File: src/rtl/arb_pkg.sv
// Shared definitions for the data-RAM arbiter: FSM state encodings, port ids
// and the default RAM geometry (1K x 32).
package arb_pkg;

    localparam int ARB_ADDR_W = 10;
    localparam int ARB_DATA_W = 32;

    typedef enum logic [1:0] {
        ST_IDLE   = 2'd0,
        ST_ACCESS = 2'd1,
        ST_DONE   = 2'd2
    } arb_state_t;

    localparam logic PORT_CPU = 1'b0;
    localparam logic PORT_DMA = 1'b1;

endpackage : arb_pkg

File: src/rtl/rr_pick.sv
// Combinational two-way request picker. With RR set, a tie goes to the port
// named by prio; with RR clear, the CPU port always wins when it requests.
module rr_pick
    import arb_pkg::*;
#(
    parameter bit RR = 1'b1
) (
    input  logic [1:0] req,
    input  logic       prio,
    output logic       gnt_id,
    output logic       gnt_valid
);

    // Choose a winner among the active requests.
    always_comb begin
        // NOTE: every output gets a default first so no path through the block leaves it unassigned (no latch).
        gnt_valid = |req;
        gnt_id    = PORT_CPU;
        if (RR) begin
            if (req == 2'b11) begin
                gnt_id = prio;
            end else if (req[1]) begin
                gnt_id = PORT_DMA;
            end
        end else begin
            if (!req[0] && req[1]) begin
                gnt_id = PORT_DMA;
            end
        end
    end

endmodule : rr_pick

File: src/rtl/ram_arbiter.sv
// Serialises CPU-bus (port 0) and DMA/loader (port 1) accesses onto the
// single-port data RAM. Each access takes IDLE -> ACCESS -> DONE, with the
// requester's ack pulsing in DONE.
module ram_arbiter
    import arb_pkg::*;
#(
    parameter int ADDR_W = ARB_ADDR_W,
    parameter int DATA_W = ARB_DATA_W,
    parameter int RR     = 1
) (
    input  logic              clk,
    input  logic              reset,
    input  logic              p0_req,
    input  logic              p0_we,
    input  logic [ADDR_W-1:0] p0_addr,
    input  logic [DATA_W-1:0] p0_wdata,
    output logic              p0_ack,
    output logic [DATA_W-1:0] p0_rdata,
    input  logic              p1_req,
    input  logic              p1_we,
    input  logic [ADDR_W-1:0] p1_addr,
    input  logic [DATA_W-1:0] p1_wdata,
    output logic              p1_ack,
    output logic [DATA_W-1:0] p1_rdata,
    output logic              ram_we,
    output logic [ADDR_W-1:0] ram_addr,
    output logic [DATA_W-1:0] ram_dina,
    input  logic [DATA_W-1:0] ram_douta,
    output logic              busy
);

    arb_state_t        r_state;
    arb_state_t        w_state_nxt;
    logic              r_prio;
    logic              r_gnt_id;
    logic              r_gnt_we;
    logic              r_ram_we;
    logic [ADDR_W-1:0] r_ram_addr;
    logic [DATA_W-1:0] r_ram_dina;
    logic              w_gnt_id;
    logic              w_gnt_valid;
    logic              w_grant;

    rr_pick #(
        .RR (RR != 0)
    ) u_pick (
        .req       ({p1_req, p0_req}),
        .prio      (r_prio),
        .gnt_id    (w_gnt_id),
        .gnt_valid (w_gnt_valid)
    );

    assign w_grant = (r_state == ST_IDLE) && w_gnt_valid;

    // State register.
    always_ff @(posedge clk) begin
        // NOTE: state is updated with non-blocking assignments so every register samples pre-edge values.
        if (reset) begin
            r_state <= ST_IDLE;
        end else begin
            r_state <= w_state_nxt;
        end
    end

    // Next-state logic: leave IDLE only when someone requests.
    always_comb begin
        w_state_nxt = r_state;
        case (r_state)
            ST_IDLE:   if (w_gnt_valid) w_state_nxt = ST_ACCESS;
            ST_ACCESS: w_state_nxt = ST_DONE;
            ST_DONE:   w_state_nxt = ST_IDLE;
            default:   w_state_nxt = ST_IDLE;
        endcase
    end

    // Capture the winner's command on grant; drop the write strobe after ACCESS.
    always_ff @(posedge clk) begin
        if (reset) begin
            r_prio     <= PORT_CPU;
            r_gnt_id   <= PORT_CPU;
            r_gnt_we   <= 1'b0;
            r_ram_we   <= 1'b0;
            r_ram_addr <= '0;
            r_ram_dina <= '0;
        end else if (w_grant) begin
            r_gnt_id   <= w_gnt_id;
            r_prio     <= ~w_gnt_id;
            r_gnt_we   <= w_gnt_id ? p1_we : p0_we;
            r_ram_we   <= w_gnt_id ? p1_we : p0_we;
            r_ram_addr <= w_gnt_id ? p1_addr : p0_addr;
            r_ram_dina <= w_gnt_id ? p1_wdata : p0_wdata;
        end else if (r_state == ST_ACCESS) begin
            // The RAM takes the write on the edge closing ACCESS; never repeat it.
            r_ram_we <= 1'b0;
        end
    end

    // Outputs: ack and read data go to the winner only while in DONE.
    always_comb begin
        p0_ack   = 1'b0;
        p1_ack   = 1'b0;
        p0_rdata = '0;
        p1_rdata = '0;
        busy     = (r_state != ST_IDLE);
        if (r_state == ST_DONE) begin
            if (r_gnt_id == PORT_DMA) begin
                p1_ack = 1'b1;
                if (!r_gnt_we) p1_rdata = ram_douta;
            end else begin
                p0_ack = 1'b1;
                if (!r_gnt_we) p0_rdata = ram_douta;
            end
        end
    end

    assign ram_we   = r_ram_we;
    assign ram_addr = r_ram_addr;
    assign ram_dina = r_ram_dina;

endmodule : ram_arbiter

File: config.mk
export PLATFORM = sky130hd
export DESIGN_NAME = ram_arbiter
export DESIGN_NICKNAME = d
export VERILOG_FILES = /design/src/rtl/arb_pkg.sv /design/src/rtl/rr_pick.sv /design/src/rtl/ram_arbiter.sv
export SDC_FILE = /design/constraint.sdc
export NUM_CORES = 1
export LEC_CHECK = 0
export BUFFER_PORTS_ARGS = -buffer_cell sky130_fd_sc_hd__buf_2
export CAP_MARGIN = 20
export CORE_MARGIN = 5
export CORE_UTILIZATION = 39
export DETAILED_ROUTE_END_ITERATION = 12
export PLACE_DENSITY = 0.81
export SETUP_SLACK_MARGIN = 0.02
export SLEW_MARGIN = 0
export SYNTH_ARGS = -nofsm -noshare
export SYNTH_HDL_FRONTEND = slang
export SYNTH_SLANG_ARGS = --single-unit
File: constraint.sdc
create_clock -name clk -period 2.2 [get_ports clk]
set_clock_uncertainty 0.1 [all_clocks]
set_input_delay 0.66 -clock clk [delete_from_list [all_inputs] [get_ports clk]]
set_output_delay 0.66 -clock clk [all_outputs]
set_load 0.02 [all_outputs]
# Word level (Yosys, flattened, before mapping)
# Index checks and enable logic that the tools add are counted.
# op_classes
n_eq_ne	4
mux	18
bitwise_logic	1
reduce_logical	5
# ops
operator	count
$mux 32	6
$mux 10	1
$mux 1	9
$eq 2x2->1 const B	2
$pmux 2 s2	1
$reduce_bool 2->1	2
$eq 2x1->1 const B	1
$logic_not 2->1	1
$mux 2	1
$ne 2x2->1 const B	1
$reduce_or 2->1	1
$logic_and 1x1->1	1
$not 1->1	1
# totals
ff_bits	48
inputBits	122
out_inout_bits	110
elab_cells	35

# Longest topological paths before layout
# depth
depth_word	4
depth_mapped	6
mapped_depth_nobuf	4

# Hierarchy
# A second synthesis with hierarchy kept.
# hier_totals
cells_unflattened	324
hier_area_um2	2578.7
# modules_own_cells
module	instances	cells_per_inst	area_each_um2	seq_area_each_um2
ram_arbiter	1	321	2561.2	960.9
rr_pick	1	3	17.5	0.0

# Worst setup path after synthesis
# No wires, ideal clock.
# synth_timing
path_kind	register -> output
startpoint	reg r_state[1]
endpoint	out p0_rdata[10]
arrival_time_ps	1349
path_slack_ps	91
stages_incl_launch_ff	5
path_cell_list	dfxtp_1 > or3b_1 > buf_2 > buf_6 > nor2_1
# synth_between
elab_chain_len	2
# synth_rtl
item	line_no	rtl
start, declared	ram_arbiter.sv:32	arb_state_t r_state;
start signal, assigned	ram_arbiter.sv:61	r_state <= w_state_nxt;
$eq 2x2->1	ram_arbiter.sv:105	if (r_state == ST_DONE) begin
$mux 32	ram_arbiter.sv:105	
end, declared	ram_arbiter.sv:18	output logic [DATA_W-1:0] p0_rdata,
# No other way between the ends.

# Final worst setup path
# layout_timing
startpoint	reg r_state[0]
endpoint	out p0_rdata[14]
# Same word-level chain as after synthesis.

==> impl_metrics.xml <==
<?xml version="1.0" encoding="UTF-8"?>
<metrics>
  <group name="outcome">
    <metric name="run_status" unit="">finished, violations left</metric>
    <metric name="violated_checks" unit="">setup timing</metric>
  </group>
  <group name="critical_path">
    <metric name="max_stage_delay" unit="ps">390</metric>
    <metric name="worst-endpoint-arrival" unit="ps">1620</metric>
    <metric name="worstPathBufferInverterCount" unit="">2</metric>
    <metric name="critPathCaptureType" unit="">output port</metric>
    <metric name="worst_path_dominant_cell_family" unit="">simple AND/OR/NAND/NOR gates</metric>
    <metric name="slowest_stage_cell_on_the_critical_path" unit="">or3b_4</metric>
    <metric name="worstPathRequired" unit="ps">1440</metric>
    <metric name="setup.worst_path.class" unit="">reg -&gt; out</metric>
    <metric name="path_cells" unit="">or3b_4, buf_12, nor2_1, buf_4</metric>
    <metric name="worst-path-max-fanout" unit="">33</metric>
    <metric name="launching_element_type_of_the_critical_path" unit="">register</metric>
  </group>
  <group name="synth">
    <metric name="synth_cell_types" unit="">24</metric>
    <metric name="ys_seq_elements" unit="">48</metric>
    <metric name="synthesis.area" unit="um2">2788</metric>
    <metric name="synthesized_area_per_cell" unit="um2">7.166</metric>
    <metric name="syn_nets" unit="">511</metric>
    <metric name="synthesized_netlist_cell_count" unit="">389</metric>
    <metric name="sequential_fraction_of_the_synthesis_area" unit="%">34.47</metric>
    <metric name="ys.warnings.count" unit="">0</metric>
  </group>
  <group name="power_and_ir_drop">
    <metric name="power" unit="W">0.002337</metric>
    <metric name="ir_drop" unit="mV">0.2920</metric>
    <metric name="portion_of_total_power_attributed_to_combinational_logic" unit="%">34.1</metric>
    <metric name="leakage" unit="nW">2.076</metric>
    <metric name="clockPowerShare" unit="%">23.6</metric>
    <metric name="powerDensity" unit="nW/um2">535.3</metric>
    <metric name="switchingPower" unit="W">0.0008310</metric>
    <metric name="pwr-share-seq" unit="%">42.3</metric>
    <metric name="p_int" unit="W">0.001506</metric>
    <metric name="net_switching_fraction_of_the_power" unit="%">35.56</metric>
  </group>
  <group name="global_routing">
    <metric name="first_global_vias" unit="">3709</metric>
    <metric name="globalRouteOverflowTotal" unit="">0</metric>
    <metric name="grt_pass1_wl" unit="mm">18.08</metric>
    <metric name="gr-usage-all-layers" unit="%">25.07</metric>
    <metric name="grt_antenna_before_repair" unit="">4</metric>
    <metric name="grt_start_max_net_pins" unit="">89</metric>
  </group>
  <group name="routing">
    <metric name="final_antenna_net_count" unit="">0</metric>
    <metric name="drtIter0Drc" unit="">177</metric>
    <metric name="drt_drc_violations_left" unit="">0</metric>
    <metric name="finalWirelength" unit="mm">12.47</metric>
    <metric name="drt_pass1_iterations" unit="">5</metric>
    <metric name="post_dr_vias_cell" unit="">5.725</metric>
    <metric name="route.detailed.wl_per_inst" unit="um">17.97</metric>
    <metric name="vias" unit="">3973</metric>
  </group>
  <group name="sta">
    <metric name="finalHoldViolCount" unit="">0</metric>
    <metric name="post-route-worst-setup-slack" unit="ps">-184.2</metric>
    <metric name="finalWorstPathRequiredPeriod" unit="ps">2384</metric>
    <metric name="holdWs" unit="ps">399.3</metric>
    <metric name="setup_viol" unit="">42</metric>
    <metric name="tightest_slew" unit="ps">572.9</metric>
    <metric name="slew_violations" unit="">0</metric>
    <metric name="unrepaired_setup_endpoints_after_global_routing" unit="">true</metric>
    <metric name="max_clock_freq" unit="GHz">0.4194</metric>
    <metric name="final_min_period_over_clock_period" unit="%">108.4</metric>
    <metric name="timing.slew.headroom" unit="%">61.80</metric>
  </group>
  <group name="clock_tree">
    <metric name="clockRootBuffer" unit="">clkbuf_8</metric>
    <metric name="cts_num_sinks" unit="">48</metric>
    <metric name="cts.hold.buffers_added" unit="">0</metric>
    <metric name="worst_setup_hold_path_clk_slew" unit="ps">90</metric>
    <metric name="cts-root-to-sink-buffers" unit="">2</metric>
    <metric name="htree_num_levels" unit="">2</metric>
    <metric name="cts_tree" unit="">built</metric>
    <metric name="cts_inserted_buffers" unit="">5</metric>
    <metric name="worstSkewPairLatency" unit="ps">290</metric>
  </group>
  <group name="cells_and_area">
    <metric name="post-route-cell-area" unit="um2">4365</metric>
    <metric name="share_of_layout_cells_above_drive_strength_1" unit="%">45.62</metric>
    <metric name="finalCoreUtilization" unit="%">63.55</metric>
    <metric name="layout-area-overhead-vs-synth" unit="%">56.60</metric>
    <metric name="nNetsFinal" unit="">716</metric>
    <metric name="fill_count" unit="">608</metric>
  </group>
  <group name="place">
    <metric name="io_buffers" unit="">231</metric>
    <metric name="placed_area" unit="um2">3995</metric>
    <metric name="dp_hpwl" unit="mm">8.526</metric>
    <metric name="place_worst_setup_slack" unit="ps">177.5</metric>
    <metric name="routabilityCongestion" unit="">0.8309</metric>
  </group>
  <group name="floorplan">
    <metric name="initial_utilization" unit="%">40.58</metric>
    <metric name="std_cell_rows" unit="">30</metric>
    <metric name="die-height" unit="um">94.55</metric>
    <metric name="io_pins" unit="">232</metric>
    <metric name="die_area" unit="um2">8939</metric>
    <metric name="die_width" unit="um">94.55</metric>
    <metric name="core-area" unit="um2">6869</metric>
  </group>
  <group name="run">
    <metric name="maxCapViolCount" unit="">0</metric>
  </group>
  <group name="worst_hold_path">
    <metric name="worstHoldPathType" unit="">reg -&gt; reg</metric>
  </group>
</metrics>
[cell usage after synthesis]
cell | number | area, um2
inv_2 | 1 | 3.750
buf_1 | 1 | 3.750
nand2_1 | 1 | 3.750
a311oi_1 | 1 | 8.760
o21ba_2 | 1 | 10.01
buf_4 | 1 | 7.510
buf_2 | 16 | 80.08
nand4_1 | 86 | 538.0
inv_1 | 2 | 7.510
nor3b_1 | 1 | 7.510
nand3_1 | 2 | 10.01
buf_6 | 3 | 33.78
nor2_4 | 1 | 11.26
nand2b_1 | 33 | 206.5
or3b_1 | 1 | 8.760
o21ai_1 | 3 | 15.01
nand3b_1 | 1 | 7.510
dfxtp_1 | 48 | 960.9
nor3_1 | 2 | 10.01
clkbuf_1 | 31 | 116.4
nor2_1 | 66 | 247.7
a21oi_1 | 2 | 10.01
o21ai_0 | 42 | 210.2
a31oi_1 | 43 | 269.0
[cell families (layout without fill, tap and decap cells)]
kind of cell / count (synthesis) / count (layout) / share of synthesized area [%]
AO/OA/AOI/OAI: 92 / 92 / 18.76
buffers and inverters: 55 / 260 / 9.066
flip-flops: 48 / 48 / 34.47
other: 0 / 4 / 0
AND/OR/NAND/NOR: 194 / 194 / 37.70
[tightest hold or removal path: stages, from the launching register on]
cell and delay [ps]:
dfxtp_1 320, o21ai_0 70, a31oi_1 80
[state kept, by name (all words and copies together), names as in the netlist]
register / flops
r_gnt_id: 1
r_gnt_we: 1
r_prio: 1
r_state: 2
ram_addr: 10
ram_dina: 32
ram_we: 1
[placed cells by master, fill, tap and decap left out, types with 3 or more instances in the layout]
cell type and count:
a31oi_1 43, buf_12 5, buf_2 165, buf_4 75, buf_6 3, clkbuf_8 6
dfxtp_1 46, diode_2 4, nand2b_1 33, nand4_1 86, nor2_1 58, nor2_2 8
o21ai_0 42, o21ai_1 3
[final cells by class]
| cell class | count | area, um2 | area share (%) |
|---|---|---|---|
| sequential | 48 | 963.4 | 22.07 |
| clock buffer | 6 | 82.58 | 1.892 |
| tap | 96 | 120.1 | 2.751 |
| multi-input combinational | 286 | 1597 | 36.57 |
| inverter | 3 | 11.26 | 0.2580 |
| clock inverter | 1 | 8.758 | 0.2006 |
| antenna | 4 | 10.01 | 0.2293 |
| timing repair buffer | 250 | 1573 | 36.03 |
[repair_timing]
action / in CTS / in global routing
setup endpoints to repair: 33 / 62
resized for setup: 38 / 45
cloned: 0 / 2
buffers inserted: 0 / 1
[per-layer routing]
metal | wire (um) | global-route usage, % | vias up
li1 | - | - | 1852
met1 | 4551 | 28.61 | 1863
met2 | 6204 | 42.91 | 230
met3 | 1298 | 7.888 | 28
met4 | 414 | 11.06 | 0
met5 | 0 | 0 | -
[through the flow]
step           cells  setup TNS (ps)
2_1_floorplan    389               0
3_3_place_gp     680               0
3_5_place_dp     680               0
4_1_cts          687           -1233
5_1_grt          694           -6137
6_report         694           -1965
[final timing paths]
path	startpoint	to	slack, ps	depth (start not counted)
max reg2reg	r_state[1]$_SDFFE_PP0P_	ram_we$_SDFFE_PP0P_	600	5
min	ram_addr[9]$_SDFFE_PP0P_	ram_addr[9]$_SDFFE_PP0P_	400	2
min reg2reg	ram_addr[9]$_SDFFE_PP0P_	ram_addr[9]$_SDFFE_PP0P_	400	2
max	r_state[0]$_SDFFE_PP0P_	p0_rdata[14]	-180	4
[power by group through the flow]
| stage | clock (W) | sequential, W | combinational [W] |
|---|---|---|---|
| 2_1_floorplan | 0 | 0.00109 | 0.000379 |
| 3_3_place_gp | 0 | 0.00100 | 0.000748 |
| 3_5_place_dp | 0 | 0.00101 | 0.000763 |
| 4_1_cts | 0.000564 | 0.000987 | 0.000779 |
| 5_1_grt | 0.000596 | 0.000997 | 0.000860 |
| 6_report | 0.000552 | 0.000988 | 0.000797 |
Power figures use the tool's default switching activity.
